$ cat src/rtl/shift_exec_stage.sv
// Shift execution stage: SLL/SRL/SRA/ROL computed by two barrel shifters,
// results queued with their tags in a small FIFO for the writeback side.
`timescale 1ns/1ps

module shift32 #(
    parameter bit LEFT = 1'b0
) (
    input  logic [31:0] d,
    input  logic [4:0]  s,
    input  logic        fill,
    output logic [31:0] y
);
    logic [31:0] stg [6];

    assign stg[0] = d;

    // Log barrel: stage gi shifts by 2^gi, injecting the fill bit.
    for (genvar gi = 0; gi < 5; gi++) begin : g_stage
        localparam int SH = 1 << gi;
        if (LEFT) begin : g_left
            assign stg[gi+1] = s[gi] ? {stg[gi][31-SH:0], {SH{fill}}} : stg[gi];
        end else begin : g_right
            assign stg[gi+1] = s[gi] ? {{SH{fill}}, stg[gi][31:SH]} : stg[gi];
        end
    end

    assign y = stg[5];
endmodule

module shift_exec_stage #(
    parameter int BUF_DEPTH = 2,
    parameter int CNT_WIDTH = 16
) (
    input  logic                 CLK,
    input  logic                 RST,
    input  logic                 IN_VALID,
    output logic                 IN_READY,
    input  logic [31:0]          IN_D,
    input  logic [31:0]          IN_S,
    input  logic [1:0]           IN_OP,
    input  logic [3:0]           IN_TAG,
    output logic                 OUT_VALID,
    input  logic                 OUT_READY,
    output logic [31:0]          OUT_Y,
    output logic [3:0]           OUT_TAG,
    output logic                 OUT_ZERO,
    output logic [CNT_WIDTH-1:0] OP_CNT
);
    localparam int PW = $clog2(BUF_DEPTH);
    localparam int CW = PW + 1;
    localparam int EW = 37;

    localparam logic [1:0] OP_SLL = 2'b00;
    localparam logic [1:0] OP_SRL = 2'b01;
    localparam logic [1:0] OP_SRA = 2'b10;

    logic [4:0]  amt;
    logic [4:0]  r_amt;
    logic        oob;
    logic        r_fill;
    logic [31:0] shl_y;
    logic [31:0] shr_y;
    logic [31:0] result;

    assign amt    = IN_S[4:0];
    assign oob    = |IN_S[31:5];
    // Rotate reuses the right shifter for the wrapped-around bits; s=0 yields d|d.
    assign r_amt  = (IN_OP == 2'b11) ? (5'd0 - amt) : amt;
    assign r_fill = (IN_OP == OP_SRA) & IN_D[31];

    shift32 #(.LEFT(1'b1)) u_shl (.d(IN_D), .s(amt),   .fill(1'b0),   .y(shl_y));
    shift32 #(.LEFT(1'b0)) u_shr (.d(IN_D), .s(r_amt), .fill(r_fill), .y(shr_y));

    always_comb begin
        result = shl_y | shr_y;
        case (IN_OP)
            OP_SLL:  result = oob ? 32'd0 : shl_y;
            OP_SRL:  result = oob ? 32'd0 : shr_y;
            OP_SRA:  result = oob ? {32{IN_D[31]}} : shr_y;
            default: result = shl_y | shr_y;
        endcase
    end

    logic [PW-1:0]        wr_ptr_q, wr_ptr_d;
    logic [PW-1:0]        rd_ptr_q, rd_ptr_d;
    logic [CW-1:0]        count_q, count_d;
    logic [CNT_WIDTH-1:0] op_cnt_q, op_cnt_d;
    logic [EW-1:0]        mem_q [BUF_DEPTH];
    logic [EW-1:0]        entry_d;
    logic [EW-1:0]        head;
    logic                 push;
    logic                 pop;

    assign IN_READY  = (count_q < CW'(BUF_DEPTH));
    assign OUT_VALID = (count_q != '0);
    assign push      = IN_VALID & IN_READY;
    assign pop       = OUT_VALID & OUT_READY;
    assign entry_d   = {(result == 32'd0), IN_TAG, result};

    always_comb begin
        wr_ptr_d = push ? wr_ptr_q + PW'(1) : wr_ptr_q;
        rd_ptr_d = pop  ? rd_ptr_q + PW'(1) : rd_ptr_q;
        op_cnt_d = push ? op_cnt_q + CNT_WIDTH'(1) : op_cnt_q;
        count_d  = count_q;
        case ({push, pop})
            2'b10:   count_d = count_q + CW'(1);
            2'b01:   count_d = count_q - CW'(1);
            default: count_d = count_q;
        endcase
    end

    always_ff @(posedge CLK or negedge RST) begin
        if (!RST) begin
            wr_ptr_q <= '0;
            rd_ptr_q <= '0;
            count_q  <= '0;
            op_cnt_q <= '0;
        end else begin
            wr_ptr_q <= wr_ptr_d;
            rd_ptr_q <= rd_ptr_d;
            count_q  <= count_d;
            op_cnt_q <= op_cnt_d;
        end
    end

    // Storage needs no reset: the head is masked whenever the FIFO is empty.
    always_ff @(posedge CLK) begin
        if (push) begin
            mem_q[wr_ptr_q] <= entry_d;
        end
    end

    assign head     = mem_q[rd_ptr_q];
    assign OUT_Y    = OUT_VALID ? head[31:0]  : 32'd0;
    assign OUT_TAG  = OUT_VALID ? head[35:32] : 4'd0;
    assign OUT_ZERO = OUT_VALID ? head[36]    : 1'b0;
    assign OP_CNT   = op_cnt_q;
endmodule

$ cat config.mk
export PLATFORM = sky130hd
export DESIGN_NAME = shift_exec_stage
export DESIGN_NICKNAME = d
export VERILOG_FILES = /design/src/rtl/shift_exec_stage.sv
export SDC_FILE = /design/constraint.sdc
export NUM_CORES = 1
export LEC_CHECK = 0
export BUFFER_PORTS_ARGS = -buffer_cell sky130_fd_sc_hd__buf_2
export CORE_MARGIN = 3
export CORE_UTILIZATION = 50
export CTS_CLUSTER_DIAMETER = 200
export CTS_CLUSTER_SIZE = 14
export DETAILED_ROUTE_END_ITERATION = 16
export GPL_TIMING_DRIVEN = 0
export PLACE_DENSITY = 0.78
export SLEW_MARGIN = 20
export SYNTH_ARGS = -nofsm -noshare
export SYNTH_HDL_FRONTEND = slang
export SYNTH_SLANG_ARGS = --single-unit
$ cat constraint.sdc
create_clock -name CLK -period 6.25 [get_ports CLK]
set_input_delay 0.9375 -clock CLK [delete_from_list [all_inputs] [get_ports CLK]]
set_output_delay 0.9375 -clock CLK [all_outputs]
set_load 0.05 [all_outputs]
; Word level (Yosys, flattened, before mapping)
; Memory sizes are Yosys's and may differ from the RTL's.
; Index checks and enable logic that the tools add are counted.
[classes]
addsub = 6
magnitude_cmp = 1
n_eq_ne = 5
n_mux = 21
bitwise_logic = 4
reduce_logical = 5
[ops]
columns = cell, count
row1 = 32-bit 2-to-1 mux, 14
row2 = 32-bit case mux with 3 select lines, 1
row3 = 32-bit zero test, 1
row4 = 32-bit OR, 1
row5 = 27-bit OR reduction, 1
row6 = 16-bit by 1-bit adder with 16-bit output (second input constant), 1
row7 = 2-bit equality test (second input constant), 3
row8 = 5-bit 2-to-1 mux, 1
row9 = 1-bit by 5-bit subtractor with 5-bit output (first input constant), 1
row10 = 2-bit by 1-bit equality test with 1-bit output (second input constant), 2
row11 = 4-bit 2-to-1 mux, 1
row12 = 2-bit case mux with 2 select lines, 1
row13 = 2-bit nonzero test, 2
row14 = 1-bit bitwise AND, 3
row15 = 1-bit 2-to-1 mux, 3
row16 = 1-bit adder (second input constant), 2
row17 = 2-bit by 1-bit adder with 2-bit output (second input constant), 1
row18 = 2-bit zero test, 1
row19 = 2-bit < comparator (second input constant), 1
row20 = 2-bit by 1-bit subtractor with 2-bit output (second input constant), 1
[word_totals]
reg_bits = 20
mem_bits_rw = 74
inputBits = 74
out_inout_bits = 55
word_cells = 47
mem_count = 1
[mem_list]
columns = memory, depth, width, read_ports, rd_clocked_by_memory_dff, wr, line
row1 = mem_q, 2, 37, 1, 0, 1, 88  ; logic [EW-1:0] mem_q [BUF_DEPTH];

; Longest topological paths before layout
; Gate-level depths: netlist of the first run.
[depth]
depth_word = 10
mapped_depth = 16
ltp_nobuf = 11

; Modules after synthesis
; A second synthesis of the first run with hierarchy kept.
[hier_totals]
hier_cells = 829
hier_area_um2 = 8770.9
[by_module_without_submodules]
columns = mod, instances, cells_each, area_per_inst_um2, seq_area_each_um2
row1 = shift_exec_stage, 1, 383, 4570.6, 2722.6
row2 = shift32 at u_shl, 1, 218, 2114.5, 0.0
row3 = shift32 at u_shr, 1, 228, 2085.8, 0.0

; Least setup slack after synthesis of the first run
; OpenSTA, ideal clock, no wires.
[synth_timing]
kind = input port to flip-flop
start = input IN_S[1]
end = memory mem_q[0][36] (data pin)
setup_ps = 139
arrival_time_ps = 4686
slack_ps = 1426
path_stages = 15
path_cell_list = buf_6 -> clkbuf_1 -> inv_2 -> clkbuf_1 -> ha_1 -> and3_1 -> nor2_1 -> buf_2 -> mux4_2 -> a22oi_1 -> nand2_1 -> a211o_1 -> or4_1 -> nor4_1 -> and4_1
[synth_via]
elab_chain_cells = 9
word_cells_on_any_way = 16
classes_between = 1 x add/sub / 13 x mux / 1 x bitwise / 1 x reduce/logical
[synth_rtl]
columns = element, line
row1 = from (decl), 39  ; input logic [31:0] IN_S,
row2 = 1-bit by 5-bit subtractor with 5-bit output, 68  ; assign r_amt = (IN_OP == 2'b11) ? (5'd0 - amt) : amt;
row3 = 5-bit 2-to-1 mux, 68
row4 = 32-bit 2-to-1 mux (4 in a row), 23  ; assign stg[gi+1] = s[gi] ? {{SH{fill}}, stg[gi][31:SH]} : stg[gi];
row5 = "32-bit OR, or another cell as far along", 80  ; default: result = shl_y | shr_y;
row6 = 32-bit case mux with 3 select lines (*), 76  ; case (IN_OP)
row7 = net entry_d[8], 89  ; logic [EW-1:0] entry_d;
row8 = 32-bit zero test (*), 98  ; assign entry_d = {(result == 32'd0), IN_TAG, result};
row9 = net entry_d[36], 89
row10 = to (decl), 88
; Mark *: on every way through the listed nets, which the timed path passes. The rest lies on a longest branch.

; Worst setup path in the final report of the first run
[layout_timing]
start = input IN_S[1]
end = memory mem_q[1][36] (data pin)
; Same word-level chain as after synthesis.

==> metrics.log, run 1 <==
[metrics] outcome: completed
[metrics] count of buffers added by post-CTS timing repair for setup: 0
[metrics] worst stage delay on the critical path: about 0.68 ns
[metrics] DP HPWL: ~21000 um
[metrics] number of cell instances on the worst register-to-register path: 7
[metrics] highest clock rate: around 180 MHz
[metrics] worst IR drop on VDD: 0.328 mV
[metrics] Root Buffer: clkbuf_16
[metrics] startpoint of the lowest-slack register-to-register path: count_q[1]$_DFFE_PN0P_
[metrics] flop and latch count out of synthesis: 94
[metrics] met2 usage in global routing: ~47%
[metrics] global-route total usage across every layer: a little under a third
[metrics] Post-route DRC: 0
[metrics] post-cts hold buffer count: 0
[metrics] layout cell share with drive strength beyond 1: around 28%
[metrics] post-synthesis sequential area ratio: 33.6%
[metrics] number of buffers created by CTS: 9
[metrics] maximum number of pins on one net before global-route repair: 27
[metrics] minimum setup slack after placement: between 0.4 and 0.5 ns
[metrics] Floorplan Core Area: 15500 um^2
[metrics] clock tree from TritonCTS: yes
[metrics] actual transition at the worst max-transition pin: slightly above 1 ns
[metrics] std cell rows: 45
[metrics] kind of critical path: input port to flip-flop
[metrics] cell area power density: roughly 330 nW/um^2
[metrics] commonest non-fill, non-tap cell in the layout: buf_2
[metrics] required time reported for the critical path endpoint: 6.44 ns
[metrics] termination of the worst setup path: mem_q[1][36]$_DFFE_PP_
[metrics] synth-to-layout area growth: 15.2%
[metrics] clock input transition at the sequential cells of the worst setup and hold paths: roughly 0.060 ns
[metrics] net count reported at finish: about 1000
[metrics] global-route wire length before repair: roughly 42000 um
[metrics] final weighted congestion in routability-driven placement: about 1.1
[metrics] unrepaired setup endpoints after global routing: no
[metrics] final-layout setup total negative slack: 0 ns
[metrics] Post-Synthesis Net Count: around 840
[metrics] total standard cell area after synthesis: 8110 um^2
[metrics] Reg2Reg Setup Slack: about 4.1 ns
[metrics] Post-Route WL: 27100 um
[metrics] Crit-path slowest cell: or4b_2
[metrics] peak fanout along the critical path: 10
[metrics] Cells after Synth: between 700 and 800
[metrics] worst skew pair latency: 0.34 ns
[metrics] startpoint class of the critical path: input port
[metrics] number of fillers in the final layout: ~1300
[metrics] Hold Vio Cnt, Final: 0
[metrics] initial cell density of the core: 52.2%
[metrics] antenna cells: 0
[metrics] number of nets with antenna violations after routing: 0
[metrics] Critical Path End Type: flip-flop
[metrics] Setup violations, final: 0
[metrics] global routing usage on met3: 4.68%
[metrics] gate family responsible for the most delay along the worst path: buffers and inverters
[metrics] max_slew headroom: a little under a third
[metrics] Chip Width: 133 um
[metrics] Critical path origin: IN_S[1]
[metrics] Synth async-reset ratio: 21.3%
[metrics] met1 Track Usage GR: 40.4%
[metrics] RR Endpoint: OP_CNT[15]$_DFFE_PN0P_
[metrics] clock period minus worst slack: 5.57 ns
[metrics] cell-by-cell trace of the critical path: buf_6, clkbuf_1, inv_2, clkbuf_1, ha_1, and3b_2, xnor2_2, buf_4, clkbuf_1, mux2i_1, mux2i_1, a21o_1, or4b_2, nor4_1, and4_1
[metrics] vertical die dimension: ~130 um
[metrics] critical path buffer and inverter count: 6
[metrics] per-cell routed wire length: around 24 um
[metrics] top flip-flop cell by instance count after synthesis: edfxtp_1
[metrics] worst hold slack: 0.496 ns
[metrics] Initial DRT Pass Iterations: 6
[metrics] top library cells by usage in the layout, fill and taps aside: 134 x buf_2, 83 x mux2i_1, 74 x edfxtp_1
[metrics] average cell area after synthesis: ~11 um^2
[metrics] post-route clock period utilization: a little under 90%
[metrics] die outline area: around 18000 um^2
[metrics] vias in the first global route: a little over 7000
[metrics] worst path setup slack after routing: ~0.68 ns
[metrics] IO buf count: roughly 120
[metrics] number of antenna violations at the first check in global routing: 0
[metrics] iteration-0 DRC count of the detailed router: 1002
[metrics] Maximum Capacitance Violations: 0
[metrics] clk sinks: 94
[metrics] remaining global-route overflow: 0
[metrics] number of max-slew violations in the final report: 0
[metrics] Leakage: 3.83 nW
[metrics] layer with the highest usage: met2
[metrics] deepest level of the CTS H-tree: 3
[metrics] Worst path most repeated cell: clkbuf_1
[metrics] Top Ports: approximately 130
[metrics] synthesis warning total: 0
[metrics] count of vias placed by the detailed router: between 7000 and 8000
[metrics] worst min-delay path class: flip-flop to flip-flop
[metrics] post-detailed-route via-to-cell ratio: between 6 and 7
[metrics] worst-case clock buffer depth: 2
[metrics] cell count along the critical path: 15
[metrics] post-route clock skew: 0.0101 ns
[metrics] # resized after CTS: 0
[metrics] distinct cell type count after synthesis: 80
[metrics] count of flip-flops with a built-in enable after synthesis: 74
[metrics] Arrival @ worst endpoint: 5.76 ns
## power breakdown
| group | total [mW] | internal (mW) | switching, mW | leakage, nW |
|---|---|---|---|---|
| Combinational | 1.69 | 0.489 | 1.20 | 2.74 |
| Sequential | 0.876 | 0.822 | 0.0547 | 0.949 |
| Clock | 0.528 | 0.307 | 0.221 | 0.148 |
| Total | 3.10 | 1.62 | 1.48 | 3.83 |
## logic make-up after synthesis
kind of cell / synth area share [%]
xor+xnor: 3.08
buf+inv: 4.18
fa+ha+maj: 0.463
simple gates: 13.8
flops: 33.6
compound gates: 15.9
mux: 29.0
## per-stage QoR
| stage | instance area [um^2] | utilization (%) | instances | power, mW |
|---|---|---|---|---|
| finish | 9350 | 60.2 | 1115 | 3.10 |
| floorplan | 8110 | - | 762 | 2.13 |
| global route | 9350 | 60.2 | 1115 | 3.24 |
| global placement | 9000 | 57.9 | 1097 | 2.52 |
| detailed placement | 9050 | 58.2 | 1099 | 2.56 |
| CTS | 9350 | 60.2 | 1115 | 3.09 |
## final cells by class
class | instances | area, um^2 | area share, %
buffer | 59 | 294 | 3.15
clock buffer | 11 | 264 | 2.82
clock inverter | 5 | 37.5 | 0.402
inverter | 12 | 45.0 | 0.482
multi-input combinational | 597 | 5060 | 54.1
sequential | 94 | 2720 | 29.1
tap | 211 | 264 | 2.82
timing repair buffer | 126 | 661 | 7.07
## metal layers
layer | vias to the layer above | part of all wire [%]
li1 | 3296 | -
met1 | 3544 | 38
met2 | 636 | 45
met3 | 123 | 11
met4 | 0 | 6.4
met5 | - | 0
## registers in the layout (all words and copies together), names as in the netlist
| name | count |
|---|---|
| mem_q | 74 |
| OP_CNT | 16 |
| count_q | 2 |
| rd_ptr_q | 1 |
| wr_ptr_q | 1 |
## cell usage after synthesis, drive strengths merged (12+ instances only)
cell    instances  share of area, %
nand2          67               3.2
dfrtp          20               6.2
buf            26               2.1
edfxtp         74                27
nand3          19               1.2
nor3           13              0.80
inv            12              0.56
a22oi          20               1.9
a21oi          44               2.7
nor2           72               3.3
mux2i          83                10
mux4           64                18
clkbuf         33               1.5
a211oi         14               1.3
o21ai          23               1.6
xnor2          17               2.0
## worst min path at each step
stage                             endpoint                   start  slack, ns  cells after the start
floorplan             wr_ptr_q$_DFFE_PN0P_    wr_ptr_q$_DFFE_PN0P_       0.46                      1
global placement    OP_CNT[15]$_DFFE_PN0P_  OP_CNT[15]$_DFFE_PN0P_       0.47                      1
detailed placement   OP_CNT[9]$_DFFE_PN0P_   OP_CNT[9]$_DFFE_PN0P_       0.48                      1
CTS                  OP_CNT[9]$_DFFE_PN0P_   OP_CNT[9]$_DFFE_PN0P_       0.50                      1
global route         OP_CNT[0]$_DFFE_PN0P_   OP_CNT[0]$_DFFE_PN0P_       0.53                      1
finish               OP_CNT[5]$_DFFE_PN0P_   OP_CNT[5]$_DFFE_PN0P_       0.50                      1
Power figures use the tool's default switching activity.
==> run 2: changes to the inputs <==
--- a/config.mk
+++ b/config.mk
@@ -13,6 +13,7 @@
 export DETAILED_ROUTE_END_ITERATION = 16
 export GPL_TIMING_DRIVEN = 0
 export PLACE_DENSITY = 0.78
+export REMOVE_ABC_BUFFERS = 1
 export SLEW_MARGIN = 20
 export SYNTH_ARGS = -nofsm -noshare
 export SYNTH_HDL_FRONTEND = slang
==> run 2 against run 1 <==
Clock power fell by 9.8%. Core utilization fell by 1.1 points. Fmax fell by 0.48%. Critical path depth fell by 3. Global-route usage fell by 3.8 points. Via count fell by 6.6%. Worst hold slack got worse by 0.0062 ns. Combinational power fell by 2%. Clock skew fell by 0.0034 ns. First-iteration DRC count fell by 24%. Clock-buffer cell count fell by 1. Largest power group unchanged.
==> metrics.log, run 2 (same netlist as run 1, synthesis figures left out) <==
[metrics] outcome: completed (unchanged)
[metrics] clock period minus worst slack: 5.60 ns (was 5.57 ns)
[metrics] Initial DRT Pass Iterations: 5 (was 6)
[metrics] highest clock rate: 179 MHz (about the same)
[metrics] gate family responsible for the most delay along the worst path: simple AND/OR/NAND/NOR gates (was buffers and inverters)
[metrics] Top Ports: 129 (unchanged)
[metrics] cell depth of the worst min-delay path: 1 (unchanged)
[metrics] DP HPWL: 17800 um (was 21000 um)
[metrics] worst min-delay path class: flip-flop to flip-flop (unchanged)
[metrics] Floorplan Core Area: 15500 um^2 (unchanged)
[metrics] Placed Area: 8910 um^2 (was 9050 um^2)
[metrics] iteration-0 DRC count of the detailed router: 763 (was 1002)
[metrics] Min-Delay Startpoint: OP_CNT[15]$_DFFE_PN0P_ (was OP_CNT[5]$_DFFE_PN0P_)
[metrics] max reg flops: 74 (unchanged)
[metrics] remaining global-route overflow: 0 (unchanged)
[metrics] vias in the first global route: 6534 (was 7222)
[metrics] count of buffers added by post-CTS timing repair for setup: 0 (unchanged)
[metrics] startpoint of the lowest-slack register-to-register path: count_q[0]$_DFFE_PN0P_ (was count_q[1]$_DFFE_PN0P_)
[metrics] die outline area: 17800 um^2 (unchanged)
[metrics] Hold Vio Cnt, Final: 0 (unchanged)
[metrics] Final Instance Area: 9180 um^2 (was 9350 um^2)
[metrics] Post-route DRC: 0 (unchanged)
[metrics] Critical Path End Type: flip-flop (unchanged)
[metrics] number of antenna violations at the first check in global routing: 0 (unchanged)
[metrics] RR Endpoint: count_q[1]$_DFFE_PN0P_ (was OP_CNT[15]$_DFFE_PN0P_)
[metrics] cell-by-cell trace of the critical path: buf_2, inv_2, ha_1, and3b_2, xor2_2, nor2_1, a22o_1, a221o_1, a221o_1, or4_1, nor4_1, and4_1 (was buf_6, clkbuf_1, inv_2, clkbuf_1, ha_1, and3b_2, xnor2_2, buf_4, clkbuf_1, mux2i_1, mux2i_1, a21o_1, or4b_2, nor4_1, and4_1)
[metrics] layer with the highest usage: met2 (unchanged)
[metrics] IO buf count: 128 (was 124)
[metrics] net count reported at finish: 927 (was 976)
[metrics] final-layout setup total negative slack: 0 ns (unchanged)
[metrics] global-route total usage across every layer: 26.3% (was 30.2%)
[metrics] met1 Track Usage GR: 37.6% (was 40.4%)
[metrics] peak fanout along the critical path: 36 (was 10)
[metrics] Root Buffer: clkbuf_16 (unchanged)
[metrics] final weighted congestion in routability-driven placement: 0.982 (was 1.06)
[metrics] Maximum Capacitance Violations: 0 (unchanged)
[metrics] layout cell share with drive strength beyond 1: 28.7% (was 28.0%)
[metrics] synth-to-layout area growth: 13.2% (was 15.2%)
[metrics] post-detailed-route via-to-cell ratio: 6.66 (was 6.82)
[metrics] Chip Width: 133 um (unchanged)
[metrics] clock input transition at the sequential cells of the worst setup and hold paths: 0.06 ns (about the same)
[metrics] per-cell routed wire length: 22.2 um (was 24.3 um)
[metrics] critical path buffer and inverter count: 2 (was 6)
[metrics] initial cell density of the core: 52.2% (unchanged)
[metrics] number of buffers created by CTS: 9 (unchanged)
[metrics] antenna cells: 0 (unchanged)
[metrics] Arrival @ worst endpoint: 5.80 ns (was 5.76 ns)
[metrics] clock tree from TritonCTS: yes (unchanged)
[metrics] maximum number of pins on one net before global-route repair: 47 (was 27)
[metrics] std cell rows: 45 (unchanged)
[metrics] deepest level of the CTS H-tree: 3 (unchanged)
[metrics] Reg with most FFs: mem_q (unchanged)
[metrics] worst IR drop on VDD: 0.363 mV (was 0.328 mV)
[metrics] Leakage: 3.75 nW (was 3.83 nW)
[metrics] Reg2Reg Setup Slack: 4.10 ns (was 4.13 ns)
[metrics] worst skew pair latency: 0.33 ns (was 0.34 ns)
[metrics] kind of critical path: input port to flip-flop (unchanged)
[metrics] number of max-slew violations in the final report: 0 (unchanged)
[metrics] count of vias placed by the detailed router: 7100 (was 7599)
[metrics] met2 usage in global routing: 40.1% (was 47.4%)
[metrics] Setup violations, final: 0 (unchanged)
[metrics] number of nets with antenna violations after routing: 0 (unchanged)
[metrics] Hold Path End: OP_CNT[15]$_DFFE_PN0P_ (was OP_CNT[5]$_DFFE_PN0P_)
[metrics] required time reported for the critical path endpoint: 6.45 ns (was 6.44 ns)
[metrics] number of cell instances on the worst register-to-register path: 6 (was 7)
[metrics] post-route clock period utilization: 89.6% (was 89.2%)
[metrics] cell area power density: 330 nW/um^2 (was 331 nW/um^2)
[metrics] max_slew headroom: 23.2% (was 32.0%)
[metrics] global-route wire length before repair: 37100 um (was 41800 um)
[metrics] Post-Route WL: 23700 um (was 27100 um)
[metrics] post-route clock skew: 0.00669 ns (was 0.0101 ns)
[metrics] unrepaired setup endpoints after global routing: no (unchanged)
[metrics] worst stage delay on the critical path: 0.75 ns (was 0.68 ns)
[metrics] clk sinks: 94 (unchanged)
[metrics] # resized after CTS: 0 (unchanged)
[metrics] post-cts hold buffer count: 0 (unchanged)
[metrics] Crit-path slowest cell: xor2_2 (was or4b_2)
[metrics] vertical die dimension: 133 um (unchanged)
[metrics] top library cells by usage in the layout, fill and taps aside: 127 x buf_2, 83 x mux2i_1, 74 x edfxtp_1 (was 134 x buf_2, 83 x mux2i_1, 74 x edfxtp_1)
[metrics] commonest non-fill, non-tap cell in the layout: buf_2 (unchanged)
[metrics] worst-case clock buffer depth: 2 (unchanged)
[metrics] startpoint class of the critical path: input port (unchanged)
[metrics] Worst path most repeated cell: a221o_1 (was clkbuf_1)
[metrics] global routing usage on met3: 4.57% (was 4.68%)
[metrics] actual transition at the worst max-transition pin: 1.15 ns (was 1.01 ns)
run 2: layer usage:
metal	vias to the layer above	routed length, um
met5	-	0
met3	55	2470
li1	3201	-
met2	458	10900
met1	3386	9500
met4	0	843
run 2: area by class of cell:
cell class / instances / area [um^2]
fillers: 1301 / 6360
multi-input cells: 597 / 5090
flip-flops and latches: 94 / 2720
repair buffers: 136 / 788
well taps: 211 / 264
clock buffers: 10 / 229
inverters: 12 / 45.0
clock inverters: 6 / 38.8
run 2: through the flow:
stage	hold slack (ns)	worst slack, ns	instances	util [%]	power (mW)
2_1_floorplan	0.456	1.13	703	-	2.08
3_5_place_dp	0.457	0.411	1050	57.4	2.55
3_3_place_gp	0.453	-1.16	1042	56.1	2.49
5_1_grt	0.526	0.411	1066	59.1	3.16
6_report	0.490	0.649	1066	59.1	3.03
4_1_cts	0.499	0.754	1066	59.1	3.03
run 2: report_power, final:
| part | total (mW) | leakage (nW) | internal (mW) | switching, mW |
|---|---|---|---|---|
| registers | 0.906 | 0.948 | 0.822 | 0.0841 |
| clock network | 0.476 | 0.128 | 0.267 | 0.208 |
| logic | 1.65 | 2.67 | 0.490 | 1.16 |
| total | 3.03 | 3.75 | 1.58 | 1.45 |
run 2: how the worst max path moves through the flow:
stage                     startpoint                     end  slack (ns)  cells past startpoint
after floorplan              IN_S[0]  mem_q[0][36]$_DFFE_PP_        1.13                     11
after global placement       IN_S[0]  mem_q[0][36]$_DFFE_PP_       -1.16                     12
after detailed placement     IN_S[1]  mem_q[1][36]$_DFFE_PP_        0.41                     12
after CTS                    IN_S[1]  mem_q[1][36]$_DFFE_PP_        0.75                     12
after global routing         IN_S[1]  mem_q[0][36]$_DFFE_PP_        0.41                     12
final                        IN_S[1]  mem_q[1][36]$_DFFE_PP_        0.65                     12
run 2: worst register-to-register path: stages, from the launching register on:
cell     delay, ns
dfrtp_1       0.45
nor2_4        0.69
inv_1         0.13
and2_1        0.23
ha_1          0.31
nor2_1        0.14
xnor2_1       0.13
